$ cat config.mk
export PLATFORM = sky130hd
export DESIGN_NAME = run_ctrl
export DESIGN_NICKNAME = d
export VERILOG_FILES = /design/src/rtl/run_ctrl.sv
export SDC_FILE = /design/constraint.sdc
export NUM_CORES = 1
export LEC_CHECK = 0
export ABC_AREA = 1
export BUFFER_PORTS_ARGS = -buffer_cell sky130_fd_sc_hd__buf_4
export CORE_UTILIZATION = 35
export CTS_CLUSTER_DIAMETER = 60
export DETAILED_ROUTE_END_ITERATION = 10
export HOLD_SLACK_MARGIN = 0.08
export PLACE_DENSITY_LB_ADDON = 0.2
export SLEW_MARGIN = 20
export SYNTH_ARGS = -nofsm -noshare
export SYNTH_HDL_FRONTEND = slang
export SYNTH_SLANG_ARGS = --single-unit
export TNS_END_PERCENT = 30
$ cat constraint.sdc
create_clock -name clk -period 2.7 [get_ports clk]
set_clock_uncertainty 0.1 [all_clocks]
set_input_delay 0.135 -clock clk [delete_from_list [all_inputs] [get_ports clk]]
set_output_delay 0.135 -clock clk [all_outputs]
set_load 0.01 [all_outputs]
$ cat src/rtl/run_ctrl.sv
// Run sequencer between the req/done handshake and the processor core.
// Holds the core in reset while idle, pulses reset on start, then runs it under a watchdog.
module run_ctrl #(
    parameter int RST_CYCLES = 2,
    parameter int CNT_W      = 16,
    parameter int TIMEOUT    = 4096,
    parameter int PC_W       = 12
) (
    input  logic             clk,
    input  logic             reset,
    input  logic             req,
    input  logic             core_done,
    input  logic [PC_W-1:0]  prog_ctr,
    output logic             core_reset,
    output logic             core_run,
    output logic             done,
    output logic             timeout,
    output logic [CNT_W-1:0] cycle_count,
    output logic [PC_W-1:0]  last_pc
);

    typedef enum logic [1:0] {
        S_IDLE,
        S_RST,
        S_RUN,
        S_FIN
    } state_t;

    localparam logic [3:0]  RST_LOAD  = 4'(RST_CYCLES - 1);
    localparam logic [31:0] TIMEOUT_L = 32'(TIMEOUT);

    state_t           state_q, state_d;
    logic [3:0]       rst_cnt_q, rst_cnt_d;
    logic [CNT_W-1:0] cnt_q, cnt_d, cnt_inc;
    logic             timeout_q, timeout_d;
    logic [PC_W-1:0]  last_pc_q, last_pc_d;
    logic             core_reset_q, core_reset_d;
    logic             core_run_q, core_run_d;
    logic             done_q, done_d;
    logic             wd_expire;

    // Saturating increment; the watchdog compares against the post-increment value.
    assign cnt_inc   = (cnt_q == {CNT_W{1'b1}}) ? cnt_q : cnt_q + CNT_W'(1);
    assign wd_expire = (TIMEOUT != 0) && (32'(cnt_inc) == TIMEOUT_L);

    always_comb begin
        state_d   = state_q;
        rst_cnt_d = rst_cnt_q;
        cnt_d     = cnt_q;
        timeout_d = timeout_q;
        last_pc_d = last_pc_q;

        case (state_q)
            S_IDLE: begin
                if (req) begin
                    state_d   = S_RST;
                    rst_cnt_d = RST_LOAD;
                    cnt_d     = '0;
                    timeout_d = 1'b0;
                    last_pc_d = '0;
                end
            end
            S_RST: begin
                if (!req) begin
                    state_d = S_IDLE;
                end else if (rst_cnt_q == 4'd0) begin
                    state_d = S_RUN;
                end else begin
                    rst_cnt_d = rst_cnt_q - 4'd1;
                end
            end
            S_RUN: begin
                // Abort beats a normal finish, which beats watchdog expiry.
                cnt_d = cnt_inc;
                if (!req) begin
                    state_d = S_IDLE;
                end else if (core_done) begin
                    state_d   = S_FIN;
                    last_pc_d = prog_ctr;
                end else if (wd_expire) begin
                    state_d   = S_FIN;
                    timeout_d = 1'b1;
                    last_pc_d = prog_ctr;
                end
            end
            S_FIN: begin
                if (!req) begin
                    state_d = S_IDLE;
                end
            end
            default: begin
                state_d = S_IDLE;
            end
        endcase

        core_reset_d = (state_d == S_IDLE) || (state_d == S_RST);
        core_run_d   = (state_d == S_RUN);
        done_d       = (state_d == S_FIN);
    end

    always_ff @(posedge clk or posedge reset) begin
        if (reset) begin
            state_q      <= S_IDLE;
            rst_cnt_q    <= 4'd0;
            cnt_q        <= '0;
            timeout_q    <= 1'b0;
            last_pc_q    <= '0;
            core_reset_q <= 1'b1;
            core_run_q   <= 1'b0;
            done_q       <= 1'b0;
        end else begin
            state_q      <= state_d;
            rst_cnt_q    <= rst_cnt_d;
            cnt_q        <= cnt_d;
            timeout_q    <= timeout_d;
            last_pc_q    <= last_pc_d;
            core_reset_q <= core_reset_d;
            core_run_q   <= core_run_d;
            done_q       <= done_d;
        end
    end

    assign core_reset  = core_reset_q;
    assign core_run    = core_run_q;
    assign done        = done_q;
    assign timeout     = timeout_q;
    assign cycle_count = cnt_q;
    assign last_pc     = last_pc_q;

endmodule

Word level (Yosys, flattened, before mapping)
Cells that the tools add are included.

Register bits after elaboration: 38. Bits in latches: 0. RAM bits: 0. Memory bits (read-only): 0. Bits of input ports: 16. Word-level logic and storage cells: 60. Memories: 0.

Add/subtract/negate cells: 2. Multiply operators: 0. Div/mod/pow operators: 0. Order comparisons: 0. Eq/ne operators: 15. Shift operators: 0. Mux-type cells: 25. Bitwise logic cells: 0. Reductions and logical operators: 10.

Operators with widths (number): 12-bit 2-to-1 mux (4); 16-bit 2-to-1 mux (2); 16-bit one-hot mux with 2 select lines (1); 12-bit one-hot mux with 2 select lines (1); 16-bit by 1-bit adder with 16-bit output (second input constant) (1); 16-bit by 13-bit == test with 1-bit output (second input constant) (1); 16-bit == test (second input constant) (1); 2-bit 2-to-1 mux (7); 4-bit 2-to-1 mux (3); 2-bit != test (second input constant) (6); 2-bit == test (second input constant) (4); 2-bit one-hot mux with 4 select lines (1); 4-bit one-hot mux with 2 select lines (1); 4-bit AND reduction (2); 5-bit AND reduction (1); 2-bit by 1-bit == test with 1-bit output (second input constant) (2); 2-bit logical NOT (2); 4-bit logical NOT (1); 1-bit 2-to-1 mux (4); 2-bit nonzero test (2); 4-bit by 1-bit subtractor with 4-bit output (second input constant) (1); 3-bit != test (second input constant) (1); 1-bit one-hot mux with 2 select lines (1); 2-bit AND reduction (1); 1-bit logical OR (1).

Longest topological paths before layout
Gate-level depths: netlist of run 1.

Depth in word-level cells: 9. Depth in mapped cells: 16. Depth with buffers taken out: 15.

Worst setup path after synthesis of run 1
OpenSTA, ideal clock, no wires.

Kind: register to register. Start: reg cnt_q[1], in the netlist cycle_count[1]. End: reg last_pc_q[0], in the netlist last_pc[0]. Library setup time: 0.117 ns. Arrival time: 1.907 ns. Setup slack: 0.576 ns. Cell stages (with the launch flop): 16. Clock period less this slack: 2.124 ns. Cells stage by stage: dfrtp_1 -> ha_1 -> nand2_2 -> nor2_4 -> nand2_4 -> nor2_8 -> nor2_2 -> a21oi_2 -> nand3_1 -> nor2_2 -> nand2_2 -> nand3_2 -> nand2_2 -> buf_6 -> nand2_2 -> nand2_1.

Cells in the longest elaborated chain, start to end: 5. Elaborated cells between the ends (all ways): 6.

Ends and longest elaborated chain: start: declaration (RTL line 34) `logic [CNT_W-1:0] cnt_q, cnt_d, cnt_inc;`; start signal: assignment (RTL line 114) `cnt_q <= cnt_d;`; 16-bit by 1-bit adder with 16-bit output or 16-bit == test (tied branches) (RTL line 43) `assign cnt_inc = (cnt_q == {CNT_W{1'b1}}) ? cnt_q : cnt_q + CNT_W'(1);`; 16-bit 2-to-1 mux * (RTL line 43); 16-bit by 13-bit == test with 1-bit output * (RTL line 44) `assign wd_expire = (TIMEOUT != 0) && (32'(cnt_inc) == TIMEOUT_L);`; 3-bit != test (no source line) *; 4-bit AND reduction (no source line) *; end signal: assignment (RTL line 116) `last_pc_q <= last_pc_d;`; end: declaration (RTL line 36) `logic [PC_W-1:0] last_pc_q, last_pc_d;`.

Every way passes the cells marked *; elsewhere a longest branch is shown, timed or not. A chain may end at the register's enable or synchronous reset.

Worst setup path in the final report of run 1
Start: reg cnt_q[0], in the netlist cycle_count[0]. End: reg last_pc_q[9], in the netlist last_pc[9].

The elaborated chain is that of the path after synthesis.

==> results.ini, run 1 <==
[clock_network]
cts.clk_slew.worst_paths_ns = 0.08
cts_sinks = 38
cts_max_path_buffers = 2
cts_buffers = 5
clock_latency_ns = 0.30
cts_setup_buffers = 0
cts-root-buf = clkbuf_8
cts_tree = done
h-tree-depth = 2

[worst_hold_path]
hp-class = input port to async pin

[layout]
seq_area_um2 = 953
diodes = 0
final_cells = 441
areaGrowthSynthToFinish_pct = 32.4
final_area_um2 = 2970
multi_input_area_um2 = 1070
fill_cells = 601
nNetsFinal = 384
post_route_cells_drive_above_1_share = 0.240

[timing]
finalSetupViolations = 0
fin_tns_setup_ns = 0
setup_ws_ns = 0.320
rsz0062_at_grt = false
drv_slew = 0
tightestPinTransition_ns = 0.620
relSlewSlack = 0.587
fin_crit_sh = 0.881
layout_min_cycle_time_ns = 2.38
max_freq_ghz = 0.420
hold_violations = 0

[floorplan]
io-pin-count = 48
design.core.area_um2 = 6060
die_area_um2 = 6730
die_w_um = 82.0
rows = 28
die_h_um = 82.0
initial_core_util = 0.370

[detailed_routing]
finalWirelength_um = 5820
vias = 2190
wl_met3_um = 273
wl_per_cell_um = 13.2
routed_via_density = 4.97
drt_iter0_drc = 137
firstDrtPassIters = 4
wl_met1_um = 2730
ant_nets = 0
drc = 0
top_layer_used = met4
wl_met2_um = 2700

[critical_path]
crit_start = cycle_count[0]$_DFFE_PP0P_
worstReg2RegStart = cycle_count[0]$_DFFE_PP0P_
crit_chain = ha_1 > nand2_2 > nor2_4 > nand2_4 > nor2_8 > inv_2 > nand3_1 > nor2_1 > nand2_1 > nor2_1 > nand2_2 > nand3_2 > nand2_2 > nand2_1 > nand2_1
cp_top_family = simple AND/OR/NAND/NOR gates
crit_slowest_cell = dfrtp_1
cp.arrival_ns = 2.52
crit_path_end = last_pc[9]$_DFFE_PP0P_
reg2reg_depth = 15
path_buf_inv = 1
cp.depth = 15
critPathKind = flop to flop
cp.required_ns = 2.84
critPathCaptureType = flop
cpPeakStageDelay_ns = 0.43
worst_setup_path_start_kind = flop
r2r-end = last_pc[9]$_DFFE_PP0P_
rrSetupSlack_ns = 0.32
cp_max_fo = 13

[synthesis]
ys_ff_latch = 38
synth_top_area_frac = 0.413
synth.area.mux_share = 0
syn_area_per_cell_um2 = 7.49
synthTopCellsByArea = dfrtp_1, nand2_1, inv_1
syn_area_um2 = 2240
synth_edf_count = 0
synth-compound-area-share = 0.0854
synth_top_family_by_area = simple AND/OR/NAND/NOR gates
synth_commonest_cells = nand2_1, inv_1, dfrtp_1
synth-warning-count = 0
synthFlopType = dfrtp_1
yosys.area_share.simple = 0.359
ys_async_sr_fraction = 1.00
yosysSeqAreaShare = 0.425
yosysMostFrequentCell = nand2_1
syn_nets = 318
synth_xor_area_frac = 0.0156
synthAdderAreaFrac = 0.0168
yosysTopAreaCell = dfrtp_1
syn_inst = 299
synth.distinct_cells = 29

[global_route]
track_usage = 0.191
grt_overflow = 0
grt_max_degree = 25
grt_pass1_vias = 2060
grt_antenna_before_repair = 0
grt_pass1_wl_um = 9590

[run]
cap_violations = 0

[power]
vdd_drop_max_mv = 0.372
leakage_uw = 0.00153
power_density_nw_per_um2 = 606

[placed_design]
portBuffers = 47
hpwl_um = 4250
place_area_um2 = 2670
dp_slack_ns = 0.275
gp_congestion = 0.927
placed_cells = 418

[outcome]
outcome = complete, no violations

-- through the flow --
stage                     power (µW)   util  hold slack (ns)
after floorplan                 1030      -            0.183
after global placement          1180  0.441            0.148
after detailed placement        1190  0.441            0.153
after CTS                       1820  0.489            0.380
after global routing            1930  0.490            0.410
final                           1800  0.490            0.370
-- cell type report --
type                    instances  share of cell area
repair buffers                 67               0.182
clock inverters                 2              0.0202
inverters                      45              0.0569
well taps                      75              0.0316
clock buffers                   6              0.0278
multi-input cells             208               0.360
flip-flops and latches         38               0.321
-- worst register-to-register path, stage by stage (launching register included) --
cell	delay, ns
dfrtp_1	0.43
ha_1	0.24
nand2_2	0.08
nor2_4	0.17
nand2_4	0.09
nor2_8	0.21
inv_2	0.13
nand3_1	0.15
nor2_1	0.06
nand2_1	0.06
nor2_1	0.05
nand2_2	0.07
nand3_2	0.06
nand2_2	0.27
nand2_1	0.09
nand2_1	0.06
-- registers in the layout, indices dropped and copies added, names as in the netlist --
register and cells:
timeout 1, last_pc 12, core_run 1, core_reset 1, done 1, cycle_count 16
rst_cnt_q 4, state_q 2
-- kinds of logic (layout without fill, tap and decap cells) --
| group | Yosys count | count (layout) |
|---|---|---|
| AOI/OAI and AO/OA | 34 | 34 |
| DFF | 38 | 38 |
| and+or+nand+nor | 167 | 167 |
| xor gates and xnor gates | 4 | 4 |
| adders and majority gates | 3 | 3 |
| buffers and inverters | 53 | 120 |
-- placed cells by master (no fill, tap or decap), drive strengths merged, types with 6 or more instances in the layout --
master	n
inv	45
o21ai	21
dfrtp	37
nand2	80
clkbuf	6
dlygate4sd3	15
nor2	38
o22ai	8
nand4	18
nand3	26
buf	52
-- what timing repair did --
item | 4_1_cts | 5_1_grt
resized for setup | 0 | 1
hold buffers | 15 | 0
hold endpoints to repair | 30 | 0
setup endpoints to repair | 0 | 1
-- where the power goes --
group / switching (µW) / leakage [µW] / internal [µW]
logic: 316 / 0.000938 / 186
registers: 47.3 / 0.000517 / 641
clock network: 214 / 0.0000714 / 394
-- worst min path at each step --
stage | endpoint | slack (ns) | cells past startpoint
3_3_place_gp | cycle_count[10]$_DFFE_PP0P_ | 0.15 | 2
2_1_floorplan | last_pc[0]$_DFFE_PP0P_ | 0.18 | 2
5_1_grt | last_pc[3]$_DFFE_PP0P_ | 0.41 | 2
6_report | cycle_count[13]$_DFFE_PP0P_ | 0.37 | 3
3_5_place_dp | cycle_count[15]$_DFFE_PP0P_ | 0.15 | 2
4_1_cts | cycle_count[13]$_DFFE_PP0P_ | 0.38 | 3
-- metal layers --
metal | track usage | up-vias
met5 | 0 | -
met4 | 0.0719 | 0
met3 | 0.0444 | 9
met2 | 0.294 | 58
met1 | 0.258 | 1019
li1 | - | 1104
(Power assumes the default switching activity.)
==> run 2, diff against run 1 <==
--- a/config.mk
+++ b/config.mk
@@ -6,10 +6,10 @@
 export NUM_CORES = 1
 export LEC_CHECK = 0
 export ABC_AREA = 1
-export BUFFER_PORTS_ARGS = -buffer_cell sky130_fd_sc_hd__buf_4
 export CORE_UTILIZATION = 35
 export CTS_CLUSTER_DIAMETER = 60
 export DETAILED_ROUTE_END_ITERATION = 10
+export DONT_BUFFER_PORTS = 1
 export HOLD_SLACK_MARGIN = 0.08
 export PLACE_DENSITY_LB_ADDON = 0.2
 export SLEW_MARGIN = 20
==> run 2 against run 1 <==
Compared with the run above:
- clock-buffer cell count unchanged
- fmax down 1.7%
- sequential power up 1%
- largest power group unchanged
- highest routed layer unchanged
- via count down 7.4%
==> results.ini, run 2 (synthesis results as in run 1) <==
[floorplan]
design.core.area_um2 = 6060  ; unchanged
die_w_um = 82.0  ; unchanged
die_area_um2 = 6730  ; unchanged
rows = 28  ; unchanged
die_h_um = 82.0  ; unchanged
io-pin-count = 48  ; unchanged
initial_core_util = 0.370  ; unchanged

[placed_design]
hpwl_um = 4370  ; +2.9%
portBuffers = 0  ; -100%
gp_congestion = 0.950  ; +2.5%
dp_slack_ns = 0.347  ; +0.0714 ns

[layout]
final_common_cell = nand2_1
layout_common_cells = nand2_1, inv_1, dfrtp_1
fill_cells = 621  ; +3.3%
areaGrowthSynthToFinish_pct = 19.2
largest_register_ffs = 16  ; unchanged
post_route_cells_drive_above_1_share = 0.142  ; -0.0989
diodes = 0  ; unchanged
nNetsFinal = 343  ; -11%

[clock_network]
h-tree-depth = 2  ; unchanged
clock_latency_ns = 0.29  ; about the same
cts_tree = done
cts.clk_slew.worst_paths_ns = 0.08  ; about the same
cts_max_path_buffers = 2  ; unchanged
cts_sinks = 38  ; unchanged
cts-root-buf = clkbuf_8
cts_setup_buffers = 0  ; unchanged
cts_buffers = 5  ; unchanged

[critical_path]
worst_setup_path_start_kind = flop
critPathCaptureType = flop
critPathKind = flop to flop
cp.required_ns = 2.83  ; about the same
rrSetupSlack_ns = 0.28  ; -0.04 ns
cp_max_fo = 13  ; unchanged
cp.arrival_ns = 2.55  ; +0.03 ns

[timing]
fin_tns_setup_ns = 0  ; unchanged
tightestPinTransition_ns = 0.793  ; +0.174 ns
relSlewSlack = 0.471  ; -0.116
max_freq_ghz = 0.413  ; -1.7%
layout_min_cycle_time_ns = 2.42  ; +0.0403 ns
hold_violations = 0  ; unchanged
setup_ws_ns = 0.280  ; -0.0403 ns
fin_crit_sh = 0.896  ; +0.0149
finalSetupViolations = 0  ; unchanged
rsz0062_at_grt = false
drv_slew = 0  ; unchanged

[detailed_routing]
routed_via_density = 5.07  ; +2.1%
firstDrtPassIters = 6  ; +2
finalWirelength_um = 5840  ; +0.33%
ant_nets = 0  ; unchanged
wl_per_cell_um = 14.6  ; +11%
drt_iter0_drc = 154  ; +12%
vias = 2028  ; -7.4%
drc = 0  ; unchanged

[power]
seq_power_share = 0.399  ; +0.016
vdd_drop_max_mv = 0.366  ; -1.5%
power.share.clock = 0.348  ; +0.010
leakage_uw = 0.00132  ; -14%
power_density_nw_per_um2 = 656  ; +8.1%
p_int_uw = 1180  ; -3.2%
swShare = 0.325  ; +0.00394
p_sw_uw = 569  ; -1.5%
pwr-share-comb = 0.254  ; -0.025

[global_route]
grt_overflow = 0  ; unchanged
grt_pass1_wl_um = 9560  ; -0.29%
grt_max_degree = 22  ; -12%
grt_antenna_before_repair = 0  ; unchanged
grt_pass1_vias = 1958  ; -5.0%
track_usage = 0.191  ; about the same

[outcome]
outcome = complete, no violations

[worst_hold_path]
hp-class = input port to flop

[run]
cap_violations = 0  ; unchanged

-- run 2: timing repair --
item,CTS,global route
endpoints found under the setup margin,0,0
gates resized for setup,0,0
hold buffers,15,0
endpoints found under the hold margin,34,0
-- run 2: worst paths after layout --
path / start / depth (start not counted) / endpoint
max reg2reg: cycle_count[14]$_DFFE_PP0P_ / 14 / last_pc[9]$_DFFE_PP0P_
min: core_done / 4 / timeout$_DFFE_PP0P_
max in group asynchronous: reset / 3 / core_reset$_DFF_PP1_
min reg2reg: rst_cnt_q[1]$_DFFE_PP0P_ / 2 / rst_cnt_q[1]$_DFFE_PP0P_
max: cycle_count[14]$_DFFE_PP0P_ / 14 / last_pc[9]$_DFFE_PP0P_
min in group asynchronous: reset / 2 / cycle_count[10]$_DFFE_PP0P_
-- run 2: power groups by stage --
stage               Combinational, µW  Clock, µW  Sequential, µW
floorplan                         327          0             706
global placement                  429          0             709
detailed placement                430          0             709
CTS                               450        620             698
global route                      510        640             709
finish                            444        609             698
-- run 2: critical path, cell delays in order (launching register included) --
cell,delay (ns)
dfrtp_1,0.45
nand2_1,0.12
nor2_1,0.26
nand2_1,0.20
nor2_8,0.22
inv_2,0.12
nand2_1,0.09
nand2_2,0.07
nand3_1,0.11
nor2_2,0.04
nand2_2,0.08
nand3_2,0.07
nand2_2,0.27
nand2_1,0.09
nand2_1,0.07
-- run 2: metal layers --
| layer | up-vias | global-route usage | wire (µm) |
|---|---|---|---|
| met2 | 71 | 0.292 | 2520 |
| met5 | - | 0 | 0 |
| met3 | 13 | 0.0722 | 580 |
| met4 | 0 | 0.0702 | 126 |
| li1 | 1020 | - | - |
| met1 | 924 | 0.243 | 2610 |
-- run 2: layout make-up --
| cell class | count | area (µm²) | share of cell area |
|---|---|---|---|
| tap | 75 | 93.8 | 0.0351 |
| timing repair buffer | 26 | 245 | 0.0918 |
| clock buffer | 6 | 82.6 | 0.0309 |
| inverter | 45 | 169 | 0.0632 |
| sequential | 38 | 952 | 0.356 |
| multi-input combinational | 208 | 1070 | 0.400 |
| clock inverter | 2 | 60.1 | 0.0225 |
-- run 2: metrics by stage --
| step | power [µW] | cells | instance area, µm² | hold WS, ns | util |
|---|---|---|---|---|---|
| after floorplan | 1030 | 299 | 2240 | 0.183 | - |
| after global placement | 1140 | 377 | 2380 | 0.118 | 0.392 |
| after detailed placement | 1140 | 377 | 2380 | 0.126 | 0.392 |
| after CTS | 1770 | 400 | 2670 | 0.172 | 0.441 |
| after global routing | 1860 | 400 | 2670 | 0.216 | 0.441 |
| final | 1750 | 400 | 2670 | 0.173 | 0.441 |
==> run 3, diff against run 2 <==
==> constraint.sdc (replaced) <==
create_clock -name clk -period 2.7 [get_ports clk]
set_clock_uncertainty 0.1 [all_clocks]
set_input_delay 0.135 -clock clk [delete_from_list [all_inputs] [get_ports clk]]
set_output_delay 0.135 -clock clk [all_outputs]
set_load 0.05 [all_outputs]
==> run 3 against run 2 <==
Compared with the run above:
- worst hold slack lost 0.0045 ns
- via count up 2.9%
- worst setup slack worse by 0.028 ns
- sequential cell count unchanged
- combinational power grew 4.7%
- critical path depth is 1 higher
- sequential power rose by 11%
- non-clock buffer count grew 10
- utilization grew 0.60 points
- largest cell class unchanged
- final cell count is 2.5% higher
- largest power group unchanged
- global-route usage is 0.97 points lower
- register-to-register slack got worse by 0.03 ns
==> results.ini, run 3 (synthesis results as in run 1) <==
[outcome]
outcome = complete, no violations

[timing]
setup_ws_ns = 0.252  ; -0.0280 ns
fin_crit_sh = 0.907  ; +0.0104
hold_violations = 0  ; unchanged
fin_tns_setup_ns = 0  ; unchanged
relSlewSlack = 0.663  ; +0.192
tightestPinTransition_ns = 0.506  ; -0.287 ns
drv_slew = 0  ; unchanged
max_freq_ghz = 0.409  ; -1.1%
layout_min_cycle_time_ns = 2.45  ; +0.0280 ns
rsz0062_at_grt = false
hold_ws_ns = 0.168  ; -0.00452 ns
finalSetupViolations = 0  ; unchanged

[detailed_routing]
top_layer_used = met4
routed_via_density = 5.09  ; +0.35%
wl_met3_um = 332  ; -43%
drc = 0  ; unchanged
drt_iter0_drc = 127  ; -18%
wl_met2_um = 2600  ; +3.1%
wl_per_cell_um = 13.9  ; -4.4%
ant_nets = 0  ; unchanged
vias = 2086  ; +2.9%
firstDrtPassIters = 4  ; -2
finalWirelength_um = 5720  ; -2.0%
wl_met1_um = 2710  ; +4.1%

[critical_path]
crit_chain = ha_1 > nand2_2 > nor2_4 > nand2_4 > nor2_8 > inv_2 > nand3_1 > nor2_1 > nand2_1 > nor2_1 > nand2_2 > nand3_2 > nand2_2 > nand2_1 > nand2_1
path_buf_inv = 1  ; unchanged
crit_slowest_cell = dfrtp_1
cp_top_family = simple AND/OR/NAND/NOR gates
cp_max_fo = 13  ; unchanged
worst_setup_path_start_kind = flop
critPathKind = flop to flop
cpPeakStageDelay_ns = 0.45  ; about the same
cp.required_ns = 2.83  ; about the same
cp.arrival_ns = 2.58  ; +0.03 ns
cp.depth = 15  ; +1
critPathCaptureType = flop
reg2reg_depth = 15  ; +1

[clock_network]
cts-root-buf = clkbuf_8
cts_max_path_buffers = 2  ; unchanged
cts_resized = 0  ; unchanged
clock_latency_ns = 0.29  ; about the same
h-tree-depth = 2  ; unchanged
cts_sinks = 38  ; unchanged
cts_tree = done
cts.clk_slew.worst_paths_ns = 0.08  ; about the same
cts_buffers = 5  ; unchanged

[global_route]
grt_antenna_before_repair = 0  ; unchanged
grt_max_degree = 39  ; +77%
track_usage = 0.181  ; -0.00966
grt_pass1_vias = 1925  ; -1.7%
grt_overflow = 0  ; unchanged
grt_pass1_wl_um = 9240  ; -3.4%

[placed_design]
gp_congestion = 0.901  ; -5.2%
portBuffers = 0  ; unchanged
dp_slack_ns = 0.250  ; -0.0969 ns
hpwl_um = 4090  ; -6.3%
placed_cells = 387  ; +2.7%

[floorplan]
design.core.area_um2 = 6060  ; unchanged
die_w_um = 82.0  ; unchanged
die_h_um = 82.0  ; unchanged
die_area_um2 = 6730  ; unchanged
io-pin-count = 48  ; unchanged
initial_core_util = 0.370  ; unchanged
rows = 28  ; unchanged

[layout]
multi_input_area_um2 = 1070  ; unchanged
diodes = 0  ; unchanged
final_cells = 410  ; +2.5%
largest_register_ffs = 16  ; unchanged
seq_area_um2 = 952  ; unchanged
fill_cells = 608  ; -2.1%
post_route_cells_drive_above_1_share = 0.164  ; +0.0226
nNetsFinal = 353  ; +2.9%
layout_common_cells = nand2_1, inv_1, dfrtp_1
post-route-util = 0.447  ; +0.00599
final_common_cell = nand2_1
areaGrowthSynthToFinish_pct = 20.8

[power]
leakage_uw = 0.00136  ; +2.8%
power_density_nw_per_um2 = 645  ; -1.6%
vdd_drop_max_mv = 0.313  ; -14%

[worst_hold_path]
hold_depth = 4  ; unchanged
hp-class = input port to flop

[run]
cap_violations = 0  ; unchanged

-- run 3: changes by cell type in the layout (fill, tap and decap cells not counted) --
cell	delta
buf_4	+11
buf_12	-1
bufinv_16	-1
clkbuf_1	+1
-- run 3: worst min-delay path: cells and delay by family --
kind / cells / cell delay (ns)
AND/OR/NAND/NOR: 1 / 0.10
AO/OA/AOI/OAI: 2 / 0.20
buffers and inverters: 1 / 0.09
-- run 3: what timing repair did --
item                                    CTS  global route
hold buffers                             15             0
setup buffers                             0             0
hold endpoints to repair                 54             0
endpoints found under the setup margin    0             0
-- run 3: final cells by class --
cell class,count,share of cell area
clock buffers,7,0.0319
well taps,75,0.0347
clock inverters,1,0.0111
repair buffers,36,0.114
flip-flops and latches,38,0.352
inverters,45,0.0624
multi-input cells,208,0.395
-- run 3: path summary, 6_finish.rpt --
check                                      startpoint                          end  slack, ns
setup / recovery           cycle_count[1]$_DFFE_PP0P_      last_pc[10]$_DFFE_PP0P_       0.25
hold / removal                              core_done          timeout$_DFFE_PP0P_       0.17
setup reg to reg           cycle_count[1]$_DFFE_PP0P_      last_pc[10]$_DFFE_PP0P_       0.25
hold reg to reg              rst_cnt_q[1]$_DFFE_PP0P_     rst_cnt_q[1]$_DFFE_PP0P_       0.40
max in group asynchronous                       reset         core_reset$_DFF_PP1_       1.84
min in group asynchronous                       reset  cycle_count[10]$_DFFE_PP0P_       0.30
-- run 3: where the power goes --
group	switching, µW	internal, µW	leakage, µW	total (µW)
Sequential	134	640	0.000519	775
Combinational	316	149	0.000780	465
Clock	206	301	0.0000585	507
-- run 3: through the flow --
stage               instance area (µm²)  total power (µW)
finish                             2710              1750
detailed placement                 2440              1230
floorplan                          2240              1130
CTS                                2710              1770
global route                       2710              1860
global placement                   2440              1230
-- run 3: metal layers --
metal,vias up,GRT usage
met4,0,0.0491
met2,57,0.274
met5,-,0
met1,974,0.251
met3,9,0.0511
li1,1046,-
